### config.mk
export PLATFORM = sky130hd
export DESIGN_NAME = alu_islem_birimi
export DESIGN_NICKNAME = d
export VERILOG_FILES = /design/src/rtl/alu_islem_birimi_pkg.sv /design/src/rtl/alu_islem_birimi_carpici.sv /design/src/rtl/alu_islem_birimi.sv
export SDC_FILE = /design/constraint.sdc
export NUM_CORES = 1
export LEC_CHECK = 0
export ABC_AREA = 1
export BUFFER_PORTS_ARGS = -buffer_cell sky130_fd_sc_hd__buf_2
export CORE_MARGIN = 1.5
export CORE_UTILIZATION = 53
export CTS_CLUSTER_SIZE = 8
export DETAILED_ROUTE_END_ITERATION = 6
export MAX_ROUTING_LAYER = met4
export PLACE_DENSITY = 0.79
export SETUP_SLACK_MARGIN = 0.4
export SLEW_MARGIN = 30
export SYNTH_ARGS = -nofsm -noshare
export SYNTH_HDL_FRONTEND = slang
export SYNTH_SLANG_ARGS = --single-unit
### constraint.sdc
create_clock -name clk -period 1.5 [get_ports clk]
set_input_delay 0.45 -clock clk [delete_from_list [all_inputs] [get_ports clk]]
set_output_delay 0.45 -clock clk [all_outputs]
set_load 0.01 [all_outputs]
### src/rtl/alu_islem_birimi_pkg.sv
// Shared constants for alu_islem_birimi: opcodes, FSM encoding and default width.
// The HESAP state only exists when ALU_MUL_EN is defined.
package alu_paket;

   localparam int unsigned VARSAYILAN_WIDTH = 4;

   localparam logic [2:0] ISLEM_ADD  = 3'b000;
   localparam logic [2:0] ISLEM_SUB  = 3'b001;
   localparam logic [2:0] ISLEM_AND  = 3'b010;
   localparam logic [2:0] ISLEM_OR   = 3'b011;
   localparam logic [2:0] ISLEM_XOR  = 3'b100;
   localparam logic [2:0] ISLEM_SHL  = 3'b101;
   localparam logic [2:0] ISLEM_MUL  = 3'b110;
   localparam logic [2:0] ISLEM_PASS = 3'b111;

`ifdef ALU_MUL_EN
   typedef enum logic [1:0] {BOS = 2'd0, HESAP = 2'd1, SONUC = 2'd2} durum_e;
`else
   typedef enum logic [1:0] {BOS = 2'd0, SONUC = 2'd2} durum_e;
`endif

endpackage

### src/rtl/alu_islem_birimi_carpici.sv
// Shift-add unsigned multiplier: one multiplier bit per cycle, LSB first.
// baslat loads the operands; bitti is high whenever the counter is zero.
module alu_carpici
   import alu_paket::*;
#(
   parameter int unsigned WIDTH = VARSAYILAN_WIDTH
) (
   input  logic                 clk,
   input  logic                 rst,
   input  logic                 baslat,
   input  logic [WIDTH-1:0]     a,
   input  logic [WIDTH-1:0]     b,
   output logic                 bitti,
   output logic [2*WIDTH-1:0]   carpim
);

   localparam int unsigned SW = $clog2(WIDTH + 1);

   logic [2*WIDTH-1:0] carpilan_q, carpilan_d;
   logic [2*WIDTH-1:0] acc_q, acc_d;
   logic [WIDTH-1:0]   carpan_q, carpan_d;
   logic [SW-1:0]      sayac_q, sayac_d;

   always_comb begin
      carpilan_d = carpilan_q;
      acc_d      = acc_q;
      carpan_d   = carpan_q;
      sayac_d    = sayac_q;
      if (baslat) begin
         carpilan_d = {{WIDTH{1'b0}}, a};
         carpan_d   = b;
         acc_d      = '0;
         sayac_d    = SW'(WIDTH);
      end else if (sayac_q != '0) begin
         if (carpan_q[0]) acc_d = acc_q + carpilan_q;
         carpilan_d = carpilan_q << 1;
         carpan_d   = carpan_q >> 1;
         sayac_d    = sayac_q - SW'(1);
      end
   end

   always_ff @(posedge clk or posedge rst) begin
      if (rst) begin
         carpilan_q <= '0;
         acc_q      <= '0;
         carpan_q   <= '0;
         sayac_q    <= '0;
      end else begin
         carpilan_q <= carpilan_d;
         acc_q      <= acc_d;
         carpan_q   <= carpan_d;
         sayac_q    <= sayac_d;
      end
   end

   assign bitti  = (sayac_q == '0);
   assign carpim = acc_q;

endmodule

### src/rtl/alu_islem_birimi.sv
// ALU front-end: valid/ready request in, registered result held until taken.
// Define ALU_MUL_EN to build the multi-cycle multiplier (opcode 110); otherwise 110 reports hata.
module alu_islem_birimi
   import alu_paket::*;
#(
   parameter int unsigned WIDTH = VARSAYILAN_WIDTH
) (
   input  logic                 clk,
   input  logic                 rst,
   input  logic                 in_valid,
   output logic                 in_ready,
   input  logic [WIDTH-1:0]     A,
   input  logic [WIDTH-1:0]     B,
   input  logic [2:0]           islem,
   output logic                 out_valid,
   input  logic                 out_ready,
   output logic [2*WIDTH-1:0]   sonuc,
   output logic                 sifir,
   output logic                 hata
);

   localparam int unsigned RW = 2 * WIDTH;

   durum_e          durum_q, durum_d;
   logic [RW-1:0]   sonuc_q, sonuc_d;
   logic            sifir_q, sifir_d;
   logic            hata_q, hata_d;

   logic [RW-1:0]   hesap_sonuc;
   logic            hesap_hata;
   logic [WIDTH:0]  toplam, fark;
   logic [WIDTH+2:0] kaydirma;

`ifdef ALU_MUL_EN
   logic            carp_baslat, carp_bitti;
   logic [RW-1:0]   carp_sonuc;

   alu_carpici #(.WIDTH(WIDTH)) u_carpici (
      .clk    (clk),
      .rst    (rst),
      .baslat (carp_baslat),
      .a      (A),
      .b      (B),
      .bitti  (carp_bitti),
      .carpim (carp_sonuc)
   );
`endif

   // Bit WIDTH of the subtraction is the borrow, i.e. A < B.
   always_comb begin
      toplam      = {1'b0, A} + {1'b0, B};
      fark        = {1'b0, A} - {1'b0, B};
      kaydirma    = {3'b000, A} << B[1:0];
      hesap_sonuc = '0;
      hesap_hata  = 1'b0;
      case (islem)
         ISLEM_ADD:  hesap_sonuc = RW'(toplam);
         ISLEM_SUB:  hesap_sonuc = RW'(fark);
         ISLEM_AND:  hesap_sonuc = RW'(A & B);
         ISLEM_OR:   hesap_sonuc = RW'(A | B);
         ISLEM_XOR:  hesap_sonuc = RW'(A ^ B);
         ISLEM_SHL:  hesap_sonuc = RW'(kaydirma);
`ifndef ALU_MUL_EN
         ISLEM_MUL:  hesap_hata  = 1'b1;
`endif
         ISLEM_PASS: hesap_sonuc = RW'(A);
         default: ;
      endcase
   end

   always_comb begin
      durum_d = durum_q;
      sonuc_d = sonuc_q;
      sifir_d = sifir_q;
      hata_d  = hata_q;
`ifdef ALU_MUL_EN
      carp_baslat = 1'b0;
`endif
      unique case (durum_q)
         BOS: begin
            if (in_valid) begin
`ifdef ALU_MUL_EN
               if (islem == ISLEM_MUL) begin
                  carp_baslat = 1'b1;
                  durum_d     = HESAP;
               end else
`endif
               begin
                  durum_d = SONUC;
                  sonuc_d = hesap_sonuc;
                  sifir_d = (hesap_sonuc == '0);
                  hata_d  = hesap_hata;
               end
            end
         end
`ifdef ALU_MUL_EN
         HESAP: begin
            if (carp_bitti) begin
               durum_d = SONUC;
               sonuc_d = carp_sonuc;
               sifir_d = (carp_sonuc == '0);
               hata_d  = 1'b0;
            end
         end
`endif
         SONUC: begin
            if (out_ready) durum_d = BOS;
         end
         default: durum_d = BOS;
      endcase
   end

   always_ff @(posedge clk or posedge rst) begin
      if (rst) begin
         durum_q <= BOS;
         sonuc_q <= '0;
         sifir_q <= 1'b0;
         hata_q  <= 1'b0;
      end else begin
         durum_q <= durum_d;
         sonuc_q <= sonuc_d;
         sifir_q <= sifir_d;
         hata_q  <= hata_d;
      end
   end

   assign in_ready  = (durum_q == BOS);
   assign out_valid = (durum_q == SONUC);
   assign sonuc     = sonuc_q;
   assign sifir     = sifir_q;
   assign hata      = hata_q;

endmodule

==> results of run 1 <==
-- per-stage QoR --
step	setup WS, ns	std cells	TNS [ns]	hold slack, ns	area, um2
after floorplan	-0.4673	179	-2.048	0.2902	1215
after global placement	-0.6910	254	-3.122	0.4231	1549
after detailed placement	-0.7572	254	-3.548	0.4550	1549
after CTS	-0.3746	277	-1.437	0.1618	1833
-- cells by family after synthesis --
logic type | after synthesis | synth area share (%)
buffers and inverters | 33 | 11.96
XOR/XNOR | 2 | 1.551
flip-flops | 10 | 22.15
AO/OA/AOI/OAI | 15 | 7.420
other | 1 | 0.3319
AND/OR/NAND/NOR | 103 | 39.31
adder cells (fa/ha/maj) | 15 | 17.28
-- repair_timing --
| action | in CTS |
|---|---|
| setup buffers | 19 |
| pin swaps | 16 |
| hold buffers | 0 |
| resized for setup | 29 |
| endpoints found under the hold margin | 0 |
| endpoints found under the setup margin | 20 |
==> reports/metrics.cfg, run 1 <==
[synthesis]
async_flop_share_pct=100.0
synth_nets=209
seq_area_frac_synth_pct=22.15
synth_top_area_share_pct=22.15
synth_area_per_cell_um2=6.312
synthCells=179
yosys_register_bits=10
yosys_warnings=0
synth_top_area_cell=dfrtp_1
synth_commonest_cells=61 x nand2_1, 26 x inv_1, 15 x nand3_1
syn_area_um2=1130
synth_area_leaders=dfrtp_1 22%, nand2_1 20%, ha_1 16%
yosysMostFrequentCell=nand2_1
synthDistinctLibCells=23
synthFlopType=dfrtp_1
synth_edf_count=0

[outcome]
lastStage=5_1_grt
firstError=[ERROR DPL-0038] Utilization greater than 100%, impossible to legalize
outcome=did not finish

[global_route]
grt_max_degree=11

[place]
dp_hpwl_um=2710
io_buffers=25
gp_congestion=0.8991

[clocking]
cts-root-buf=clkbuf_4
cts_buffers=3
cts_max_level=1
clk_path_buf_depth=2
cts.sinks=10

[die]
initial_core_util_pct=57.01
io_pins=27
die_w_um=49.17
rows=16
fp.dieH_um=49.17

[sta]
crit_endpoint=sifir$_DFFE_PP0P_/D
endpoint_type=sequential cell input

==> run 2: changes to the inputs <==
--- a/config.mk
+++ b/config.mk
@@ -7,13 +7,10 @@
 export LEC_CHECK = 0
 export ABC_AREA = 1
 export BUFFER_PORTS_ARGS = -buffer_cell sky130_fd_sc_hd__buf_2
-export CORE_MARGIN = 1.5
-export CORE_UTILIZATION = 53
-export CTS_CLUSTER_SIZE = 8
+export CORE_AREA = 2 2 63 65
 export DETAILED_ROUTE_END_ITERATION = 6
-export MAX_ROUTING_LAYER = met4
-export PLACE_DENSITY = 0.79
-export SETUP_SLACK_MARGIN = 0.4
+export DIE_AREA = 0 0 65 67
+export PLACE_DENSITY_LB_ADDON = 0.15
 export SLEW_MARGIN = 30
 export SYNTH_ARGS = -nofsm -noshare
 export SYNTH_HDL_FRONTEND = slang
==> reports/metrics.cfg, run 2 <==
[outcome]
outcome=finished with violations
violations=setup timing

[route]
wl_um=3304
drtIter0Drc=42
drc=0
viasPerCell=4.652
drtPass1Iterations=4
vias=1335
drtAntennaViolNets=0
wl_per_cell_um=11.51

[layout]
syn_to_final_growth_pct=56.81
n_antenna_cell=0
largest_register_ffs=7
area.sequential_um2=250.2
mostFrequentLayoutCells=59 x nand2_1, 34 x buf_4, 22 x inv_1, 22 x buf_2
drive_gt1_share_pct=38.91
nNetsFinal=270
layout_commonest_cell=nand2_1
final_core_util_pct=49.13
fillCellCount=393
multi_input_area_um2=872.1

[synthesis]
synth_compound_area_share_pct=7.420  ; unchanged
synth_area_per_cell_um2=6.312  ; unchanged
yosysMostFrequentCell=nand2_1
synth_top_family_by_area=simple AND/OR/NAND/NOR gates
synthDistinctLibCells=23  ; unchanged
yosys-mux-area-fraction_pct=0  ; unchanged
synth_nets=209  ; unchanged
synthAdderAreaFrac_pct=17.28  ; unchanged
syn_area_um2=1130  ; unchanged
async_flop_share_pct=100.0  ; unchanged
synth_edf_count=0  ; unchanged
yosys_warnings=0  ; unchanged
yosys_register_bits=10  ; unchanged
synth_top_area_share_pct=22.15  ; unchanged
synth_area_leaders=dfrtp_1 22%, nand2_1 20%, ha_1 16%
synth-simple-area-share_pct=39.31  ; unchanged
synthFlopType=dfrtp_1
synth_commonest_cells=61 x nand2_1, 26 x inv_1, 15 x nand3_1
seq_area_frac_synth_pct=22.15  ; unchanged
synth_top_area_cell=dfrtp_1
synth_xor_area_share_pct=1.550  ; unchanged
synthCells=179  ; unchanged

[place]
dp_hpwl_um=2763  ; +2.0%
gp_congestion=0.8612  ; -4.2%
io_buffers=25  ; unchanged

[global_route]
grtUsageMet3_pct=1.520
grt_overflow=0
antenna_found_initial=0
first_global_vias=1298
grtUsageTotal_pct=16.20
grt_max_degree=12
use_met1_pct=17.96
grt_use_met2_pct=30.80
busiest_layer=met2
grt_pass1_wl_um=5464

[clocking]
cts.sinks=10  ; unchanged
cts_buffers=3  ; unchanged
cts_hold_buf=0  ; unchanged
clk_pin_slew_worst_paths_ns=0.05
cts_tree=built
cts_max_level=1  ; unchanged
cts-root-buf=clkbuf_8
insertion_delay_ns=0.23
clk_path_buf_depth=2  ; unchanged

[sta]
finalHoldViolations=0
skew_ns=0.001662
rsz0062_at_grt=true
finalCriticalPeriod_ns=2.021
finalWorstSetupSlack_ns=-0.5213
max_freq_mhz=494.7
drv_slew=0
period_share_pct=134.8
setup_viol=5

[critical_path]
crit_fanout=4
startpoint_type=input pin
worstPathArrival_ns=2.15
required_ns=1.63
critical_path_class=input pin to flip-flop
end_kind=flip-flop

[worst_hold_path]
hold_path_class=input pin to asynchronous set/reset pin

[die]
initial_core_util_pct=31.33  ; -26 points
fp.dieH_um=67  ; +36%
core_um2=3606
dieArea_um2=4355
io_pins=27  ; unchanged
die_w_um=65  ; +32%
rows=22  ; +6

[power]
peakVddDrop_mv=0.2117
powerDensity_nw_per_um2=700.9
leakage_nw=0.9730
total_power_w=0.001242

[flow_run]
drv_cap=0

==> run 2: per-layer routing <==
| layer | vias up | wire length [um] |
|---|---|---|
| met5 | - | 0 |
| met4 | 0 | 126 |
| met3 | 14 | 123 |
| met2 | 40 | 1668 |
| met1 | 596 | 1386 |
| li1 | 685 | - |
==> run 2: final cells by class <==
cell class | instances | share of cell area, %
Multi-Input combinational cell | 136 | 49.22
Timing Repair Buffer | 60 | 23.59
Sequential cell | 10 | 14.12
Inverter | 29 | 6.568
Tap cell | 48 | 3.390
Clock buffer | 4 | 3.107
==> run 2: logic make-up (layout without fill, tap and decap cells) <==
family | Yosys count | after routing
other | 1 | 1
AO/OA/AOI/OAI | 15 | 15
XOR/XNOR | 2 | 2
adder cells (fa/ha/maj) | 15 | 15
AND/OR/NAND/NOR | 103 | 103
flip-flops | 10 | 10
buffers and inverters | 33 | 93
==> run 2: worst paths after layout <==
path,startpoint,to,slack [ns],cells past startpoint
max,B[0],sonuc[2],-0.52,15
min,rst,sonuc[6],0.18,2
max reg2reg,durum_q[1],sifir,0.35,7
min reg2reg,sonuc[1],sonuc[1],0.47,2
max in group asynchronous,rst,sonuc[1],1.06,2
min in group clk,out_ready,durum_q[1],0.41,2
==> run 2: timing repair <==
action | 4_1_cts | 5_1_grt
endpoints found under the setup margin | 5 | 6
gates resized for setup | 14 | 7
pin swaps | 19 | 9
setup buffers | 3 | 5
==> run 2: critical path, stage by stage <==
cell and delay (ns):
buf_8 0.08, clkinvlp_4 0.09, ha_4 0.17, a21oi_2 0.13, xor2_1 0.09, ha_1 0.36
buf_4 0.14, nand2_1 0.06, nand2_1 0.10, nor2_2 0.05, nor2_1 0.08, nand3b_1 0.10
buf_4 0.14, nand2_1 0.05, nand2_1 0.04
==> run 2: stage by stage <==
stage	cell area, um2	hold WS [ns]	instances	setup TNS [ns]	setup slack (ns)
floorplan	1206	0.2902	179	-2.060	-0.4673
global placement	1570	0.4319	277	-3.239	-0.7385
detailed placement	1570	0.4439	277	-3.469	-0.7565
CTS	1714	0.1911	284	-1.718	-0.4227
global route	1772	0.2059	287	-2.659	-0.6493
finish	1772	0.1756	287	-2.097	-0.5213
==> run 2: report_power, final <==
part	total, W	leakage (nW)	internal [W]	switching (W)
logic	0.000566	0.815	0.000258	0.000308
registers	0.000344	0.129	0.000320	0.0000242
clock network	0.000332	0.0288	0.000230	0.000102
No activity file was read; power rests on OpenSTA's default activity.
